==> src/rtl/pipeline_control_if.sv <==
// Hazard-controller bundle: latch status from the pipeline in, latch/PC/memory controls out.
// The slave side is the controller; the master side is the pipeline or a testbench.
interface pipeline_control_if #(
   parameter int unsigned CNT_W = 16
);
   logic             ihit;
   logic             dhit;
   logic             exmem_dREN;
   logic             exmem_dWEN;
   logic             exmem_halt;
   logic [1:0]       exmem_PCsrc;
   logic             exmem_ZeroFlag;
   logic             idex_dREN;
   logic [4:0]       idex_wsel;
   logic [4:0]       ifid_rs;
   logic [4:0]       ifid_rt;

   logic             dREN;
   logic             dWEN;
   logic             pc_en;
   logic             pc_redirect;
   logic             ifid_en;
   logic             ifid_flush;
   logic             idex_en;
   logic             idex_flush;
   logic             exmem_en;
   logic             exmem_flush;
   logic             memwb_en;
   logic             memwb_flush;
   logic             halt;
   logic [CNT_W-1:0] stall_cnt;
   logic [CNT_W-1:0] redirect_cnt;

   modport master (
      output ihit, dhit, exmem_dREN, exmem_dWEN, exmem_halt, exmem_PCsrc,
             exmem_ZeroFlag, idex_dREN, idex_wsel, ifid_rs, ifid_rt,
      input  dREN, dWEN, pc_en, pc_redirect, ifid_en, ifid_flush, idex_en,
             idex_flush, exmem_en, exmem_flush, memwb_en, memwb_flush, halt,
             stall_cnt, redirect_cnt
   );

   modport slave (
      input  ihit, dhit, exmem_dREN, exmem_dWEN, exmem_halt, exmem_PCsrc,
             exmem_ZeroFlag, idex_dREN, idex_wsel, ifid_rs, ifid_rt,
      output dREN, dWEN, pc_en, pc_redirect, ifid_en, ifid_flush, idex_en,
             idex_flush, exmem_en, exmem_flush, memwb_en, memwb_flush, halt,
             stall_cnt, redirect_cnt
   );
endinterface

==> src/rtl/pipeline_control.sv <==
// Five-stage pipeline hazard/sequencing controller: data stalls, redirects,
// load-use interlock, fetch-miss bubbles, sticky halt and saturating perf counters.
module pipeline_control #(
   parameter int unsigned CNT_W = 16
) (
   input logic               CLK,
   input logic               RST,
   pipeline_control_if.slave bus
);

   typedef enum logic [1:0] {RUN, DWAIT, HALTED} state_t;

   state_t           state, state_next;
   logic [CNT_W-1:0] stall_cnt_q, redirect_cnt_q;

   logic halted, memreq, data_stall, taken, load_use;
   logic pc_en, pc_redirect;
   logic ifid_en, ifid_flush, idex_en, idex_flush;
   logic exmem_en, exmem_flush, memwb_en, memwb_flush;

   assign halted     = (state == HALTED);
   assign memreq     = bus.exmem_dREN | bus.exmem_dWEN;
   assign data_stall = memreq & ~bus.dhit & ~halted;
   assign taken      = (bus.exmem_PCsrc == 2'b01 && bus.exmem_ZeroFlag) ||
                       (bus.exmem_PCsrc == 2'b10) || (bus.exmem_PCsrc == 2'b11);
   assign load_use   = bus.idex_dREN && (bus.idex_wsel != 5'd0) &&
                       ((bus.idex_wsel == bus.ifid_rs) || (bus.idex_wsel == bus.ifid_rt));

   always_comb begin
      state_next  = state;
      pc_en       = 1'b1;
      pc_redirect = 1'b0;
      ifid_en     = 1'b1;
      ifid_flush  = 1'b0;
      idex_en     = 1'b1;
      idex_flush  = 1'b0;
      exmem_en    = 1'b1;
      exmem_flush = 1'b0;
      memwb_en    = 1'b1;
      memwb_flush = 1'b0;

      if (halted || data_stall) begin
         pc_en    = 1'b0;
         ifid_en  = 1'b0;
         idex_en  = 1'b0;
         exmem_en = 1'b0;
         memwb_en = 1'b0;
         if (data_stall) state_next = DWAIT;
      end else begin
         state_next = RUN;
         // Halt outranks a coincident redirect: retire through MEM/WB only, then freeze.
         if (bus.exmem_halt) begin
            pc_en      = 1'b0;
            ifid_en    = 1'b0;
            idex_en    = 1'b0;
            exmem_en   = 1'b0;
            state_next = HALTED;
         end else if (taken) begin
            pc_redirect = 1'b1;
            ifid_flush  = 1'b1;
            idex_flush  = 1'b1;
            exmem_flush = 1'b1;
         end else if (load_use) begin
            pc_en      = 1'b0;
            ifid_en    = 1'b0;
            idex_flush = 1'b1;
         end else if (!bus.ihit) begin
            pc_en      = 1'b0;
            ifid_flush = 1'b1;
         end
      end
   end

   always_ff @(posedge CLK or posedge RST) begin
      if (RST) begin
         state          <= RUN;
         stall_cnt_q    <= '0;
         redirect_cnt_q <= '0;
      end else begin
         state <= state_next;
         if (!halted && !pc_en && stall_cnt_q != '1)
            stall_cnt_q <= stall_cnt_q + CNT_W'(1);
         if (pc_redirect && redirect_cnt_q != '1)
            redirect_cnt_q <= redirect_cnt_q + CNT_W'(1);
      end
   end

   assign bus.dREN         = bus.exmem_dREN & ~halted;
   assign bus.dWEN         = bus.exmem_dWEN & ~halted;
   assign bus.pc_en        = pc_en;
   assign bus.pc_redirect  = pc_redirect;
   assign bus.ifid_en      = ifid_en;
   assign bus.ifid_flush   = ifid_flush;
   assign bus.idex_en      = idex_en;
   assign bus.idex_flush   = idex_flush;
   assign bus.exmem_en     = exmem_en;
   assign bus.exmem_flush  = exmem_flush;
   assign bus.memwb_en     = memwb_en;
   assign bus.memwb_flush  = memwb_flush;
   assign bus.halt         = halted;
   assign bus.stall_cnt    = stall_cnt_q;
   assign bus.redirect_cnt = redirect_cnt_q;

endmodule

==> src/flat_wrapper.sv <==
// flat-port wrapper written by rule: the top's interface ports become plain ports
module pipeline_control_flat 
#(
   parameter int unsigned CNT_W = 16
)
  (CLK, RST, bus_ihit, bus_dhit, bus_exmem_dREN, bus_exmem_dWEN, bus_exmem_halt, bus_exmem_PCsrc, bus_exmem_ZeroFlag, bus_idex_dREN, bus_idex_wsel, bus_ifid_rs, bus_ifid_rt, bus_dREN, bus_dWEN, bus_pc_en, bus_pc_redirect, bus_ifid_en, bus_ifid_flush, bus_idex_en, bus_idex_flush, bus_exmem_en, bus_exmem_flush, bus_memwb_en, bus_memwb_flush, bus_halt, bus_stall_cnt, bus_redirect_cnt);
  pipeline_control_if #(.CNT_W(CNT_W)) bus_i ();
  input logic CLK;
  input logic RST;
  input wire logic [$bits(bus_i.ihit)-1:0] bus_ihit;
  input wire logic [$bits(bus_i.dhit)-1:0] bus_dhit;
  input wire logic [$bits(bus_i.exmem_dREN)-1:0] bus_exmem_dREN;
  input wire logic [$bits(bus_i.exmem_dWEN)-1:0] bus_exmem_dWEN;
  input wire logic [$bits(bus_i.exmem_halt)-1:0] bus_exmem_halt;
  input wire logic [$bits(bus_i.exmem_PCsrc)-1:0] bus_exmem_PCsrc;
  input wire logic [$bits(bus_i.exmem_ZeroFlag)-1:0] bus_exmem_ZeroFlag;
  input wire logic [$bits(bus_i.idex_dREN)-1:0] bus_idex_dREN;
  input wire logic [$bits(bus_i.idex_wsel)-1:0] bus_idex_wsel;
  input wire logic [$bits(bus_i.ifid_rs)-1:0] bus_ifid_rs;
  input wire logic [$bits(bus_i.ifid_rt)-1:0] bus_ifid_rt;
  output wire logic [$bits(bus_i.dREN)-1:0] bus_dREN;
  output wire logic [$bits(bus_i.dWEN)-1:0] bus_dWEN;
  output wire logic [$bits(bus_i.pc_en)-1:0] bus_pc_en;
  output wire logic [$bits(bus_i.pc_redirect)-1:0] bus_pc_redirect;
  output wire logic [$bits(bus_i.ifid_en)-1:0] bus_ifid_en;
  output wire logic [$bits(bus_i.ifid_flush)-1:0] bus_ifid_flush;
  output wire logic [$bits(bus_i.idex_en)-1:0] bus_idex_en;
  output wire logic [$bits(bus_i.idex_flush)-1:0] bus_idex_flush;
  output wire logic [$bits(bus_i.exmem_en)-1:0] bus_exmem_en;
  output wire logic [$bits(bus_i.exmem_flush)-1:0] bus_exmem_flush;
  output wire logic [$bits(bus_i.memwb_en)-1:0] bus_memwb_en;
  output wire logic [$bits(bus_i.memwb_flush)-1:0] bus_memwb_flush;
  output wire logic [$bits(bus_i.halt)-1:0] bus_halt;
  output wire logic [$bits(bus_i.stall_cnt)-1:0] bus_stall_cnt;
  output wire logic [$bits(bus_i.redirect_cnt)-1:0] bus_redirect_cnt;
  assign bus_i.ihit = bus_ihit;
  assign bus_i.dhit = bus_dhit;
  assign bus_i.exmem_dREN = bus_exmem_dREN;
  assign bus_i.exmem_dWEN = bus_exmem_dWEN;
  assign bus_i.exmem_halt = bus_exmem_halt;
  assign bus_i.exmem_PCsrc = bus_exmem_PCsrc;
  assign bus_i.exmem_ZeroFlag = bus_exmem_ZeroFlag;
  assign bus_i.idex_dREN = bus_idex_dREN;
  assign bus_i.idex_wsel = bus_idex_wsel;
  assign bus_i.ifid_rs = bus_ifid_rs;
  assign bus_i.ifid_rt = bus_ifid_rt;
  assign bus_dREN = bus_i.dREN;
  assign bus_dWEN = bus_i.dWEN;
  assign bus_pc_en = bus_i.pc_en;
  assign bus_pc_redirect = bus_i.pc_redirect;
  assign bus_ifid_en = bus_i.ifid_en;
  assign bus_ifid_flush = bus_i.ifid_flush;
  assign bus_idex_en = bus_i.idex_en;
  assign bus_idex_flush = bus_i.idex_flush;
  assign bus_exmem_en = bus_i.exmem_en;
  assign bus_exmem_flush = bus_i.exmem_flush;
  assign bus_memwb_en = bus_i.memwb_en;
  assign bus_memwb_flush = bus_i.memwb_flush;
  assign bus_halt = bus_i.halt;
  assign bus_stall_cnt = bus_i.stall_cnt;
  assign bus_redirect_cnt = bus_i.redirect_cnt;
  pipeline_control #(.CNT_W(CNT_W)) u_core (.CLK(CLK), .RST(RST), .bus(bus_i));
endmodule
==> config.mk <==
export PLATFORM = sky130hd
export DESIGN_NAME = pipeline_control_flat
export DESIGN_NICKNAME = d
export VERILOG_FILES = /design/src/rtl/pipeline_control_if.sv /design/src/rtl/pipeline_control.sv /design/src/flat_wrapper.sv
export SDC_FILE = /design/constraint.sdc
export NUM_CORES = 1
export LEC_CHECK = 0
export BUFFER_PORTS_ARGS = -buffer_cell sky130_fd_sc_hd__buf_2
export CAP_MARGIN = 30
export CORE_MARGIN = 2
export CORE_UTILIZATION = 30
export CTS_CLUSTER_SIZE = 28
export DETAILED_ROUTE_END_ITERATION = 10
export GPL_TIMING_DRIVEN = 0
export PLACE_DENSITY = 0.58
export SLEW_MARGIN = 5
export SYNTH_ARGS = -nofsm -noshare
export SYNTH_HDL_FRONTEND = slang
export SYNTH_SLANG_ARGS = --single-unit
==> constraint.sdc <==
create_clock -name CLK -period 6.2 [get_ports CLK]
set_clock_uncertainty 0.2 [all_clocks]
set_input_delay 0.31 -clock CLK [delete_from_list [all_inputs] [get_ports CLK]]
set_output_delay 0.31 -clock CLK [all_outputs]
set_load 0.05 [all_outputs]
==> flow_summary.ini <==
[run_status]
status = finished, final reports clean

[synth]
synth_top_area_cell = dfrtp_1
syn_inst = 169
yosysUniqueCellTypes = 42
yosys-top-cells-count = dfrtp_1, xnor2_1, xor2_1
yosysMostFrequentCell = dfrtp_1
synth_fa_ha_area_share_pct = 1.36
synth_seq_cells = 34
syn_area_per_cell_um2 = 10.9
synth_compound_area_share_pct = 4.47
synthMuxAreaShare_pct = 1.22
yosysSeqAreaShare_pct = 46.1
synthesis.area_mm2 = 0.00185
yosys.area_share.simple_pct = 23.5
synth.area.top_cells = dfrtp_1, xnor2_1, xor2_1
ys_async_sr_fraction_pct = 100
synth_ff_type = dfrtp_1
synth_fp_nets = 197
netlist.area_leader.share_pct = 46.1
yosys_warnings = 0
synth_xor_area_share_pct = 19.0
synth_top_family_by_area = simple AND/OR/NAND/NOR gates
synth_edf_count = 0

[floorplanning]
die_area_mm2 = 0.00679
rows = 28
die_w_um = 82.4
start_util_pct = 31.2
core_region_area_mm2 = 0.00592
die_h_um = 82.4
ioPinCount = 71

[pwr]
leakage_nw = 1.26
finalPower_mw = 0.825
ir_worst_vdd_mv = 0.122
pwr_density_cell_mw_per_mm2 = 343

[clock_tree]
cts_tree = yes
cts.clk_slew.worst_paths_ps = 60
clockBufferDepth = 2
cts_max_level = 2
post_cts_buffers = 0
cts_buffers = 5
cts_resized = 0
cts.sinks = 34
clk_latency_ps = 280
cts-root-buf = clkbuf_8

[grt]
grt_pass1_wl_mm = 6.31
grt_max_degree = 35
antenna_found_initial = 0
grt_overflow_total = 0
gr-usage-all-layers_pct = 12.2
grt_pass1_vias = 1365

[placed_design]
hpwl_mm = 2.86
pre_cts_slack_ps = 3780
io_buffers = 69
gp_congestion = 0.684
dp.cells = 313

[sta]
fin_tns_setup_ps = 0
post-route-period-util_pct = 39.2
hold_violations = 0
finalSetupViolCount = 0
finalMaxSlewViolations = 0
layout_setup_ws_ps = 3770
period_needed_ps = 2430
worst_pin_slew_ps = 710
grt_setup_unrepaired = no
fmax_mhz = 411
slew_headroom_pct = 52.6

[route]
drt_wl_total_mm = 3.80
vias = 1461
drc = 0
routedWlPerCell_um = 11.8
drt_iter0_drc = 26
first_pass_iters = 4
ant_nets = 0
avgViaCountPerCell = 4.54

[cells_and_area]
fillCellCount = 597
final_core_utilization_pct = 40.6
drive_above_1_share_pct = 41.3
synthToLayoutAreaGrowth_pct = 30.3
num-nets-final = 274
diodes = 0
layout.cells.non_filler = 322

[setup_path]
path_class = in -> out
crit_family = simple AND/OR/NAND/NOR gates
slowest_stage = or4_2
critPathCaptureType = primary output
path_buf_inv = 2
path_cells = buf_2 -> or4_2 -> o21ai_1 -> or2_2 -> nand2_1 -> a21oi_1 -> buf_2
worstPathRequired_ps = 5690
cpMostUsedCell = buf_2
cp_max_fo = 3
crit_arrival_ps = 1920
critical_path.max_stage_delay_ps = 660
startpoint_type = input pin

[hold_path]
hold_path_class = in -> reg

[run]
drv_cap = 0
[worst reg2reg max path: stages, from the launching register on]
cell and delay (ps):
dfrtp_1 430, and4_4 270, nand3_1 120, o41ai_1 550
or4b_4 250, nand2_4 90, buf_8 170, nand3_1 100
xnor2_1 120
[cells by family after synthesis]
logic type | after synthesis
flip-flops | 34
AND/OR/NAND/NOR | 67
buffers and inverters | 12
other | 1
XOR/XNOR | 40
adder cells (fa/ha/maj) | 2
multiplexers | 2
AO/OA/AOI/OAI | 11
[final timing paths]
kind,start,to,slack [ps],cells past startpoint
max,bus_idex_wsel[0],bus_pc_en,3770,7
min in group asynchronous,RST,u_core.bus.redirect_cnt[14],500,3
min reg2reg,u_core.bus.redirect_cnt[7],u_core.bus.redirect_cnt[7],290,1
max in group asynchronous,RST,u_core.bus.redirect_cnt[13],4850,3
min,bus_exmem_halt,u_core.state[1],50,3
max reg2reg,u_core.bus.stall_cnt[6],u_core.bus.stall_cnt[11],3840,8
[what timing repair did]
action                                  CTS  global route
endpoints found under the setup margin    0             0
endpoints found under the hold margin    34             0
hold buffers                              1             0
[stage by stage]
step	hold WS, ps	area, um^2
2_1_floorplan	224	1850
3_3_place_gp	273	2280
3_5_place_dp	278	2280
4_1_cts	37.6	2400
5_1_grt	61.2	2400
6_report	52.1	2400
[final cells by class]
class                   instances  area [um^2]  share of cell area, %
flip-flops and latches         34          851                   35.4
plain buffers                   7         57.6                   2.39
repair buffers                 70          355                   14.8
clock buffers                   8          110                   4.58
inverters                       5         18.8                  0.780
multi-input cells             123          918                   38.2
well taps                      75         93.8                   3.90
[per-layer routing]
| metal | GRT usage (%) | vias to the layer above | routed length [um] |
|---|---|---|---|
| li1 | - | 728 | - |
| met1 | 16.7 | 667 | 1810 |
| met2 | 18.1 | 61 | 1650 |
| met3 | 3.04 | 5 | 270 |
| met4 | 5.50 | 0 | 74 |
| met5 | 0 | - | 0 |
[report_power, final]
part           leakage, nW  internal, mW  switching, mW  total [mW]
Sequential           0.456         0.255         0.0364       0.292
Combinational        0.749        0.0955          0.247       0.342
Clock               0.0575         0.112         0.0794       0.192
[registers in the layout (all words and copies together) (netlist names)]
name / count
u_core.bus.stall_cnt: 16
u_core.bus.redirect_cnt: 16
u_core.state: 2
[layout by cell type, fill, tap and decap left out, drive strengths merged, types with 2 or more instances in the layout]
cell / netlist / final
nand2b: 2 / 2
and3: 7 / 7
a21oi: 4 / 4
nor2: 6 / 6
nor3: 2 / 2
nand4: 8 / 8
and2: 5 / 5
nand2: 13 / 13
nand3: 15 / 15
xor2: 14 / 14
buf: 6 / 75
mux2: 2 / 2
ha: 2 / 2
clkbuf: 1 / 9
inv: 5 / 5
and4: 3 / 3
xnor2: 26 / 26
dfrtp: 34 / 34
Power figures use the tool's default switching activity.
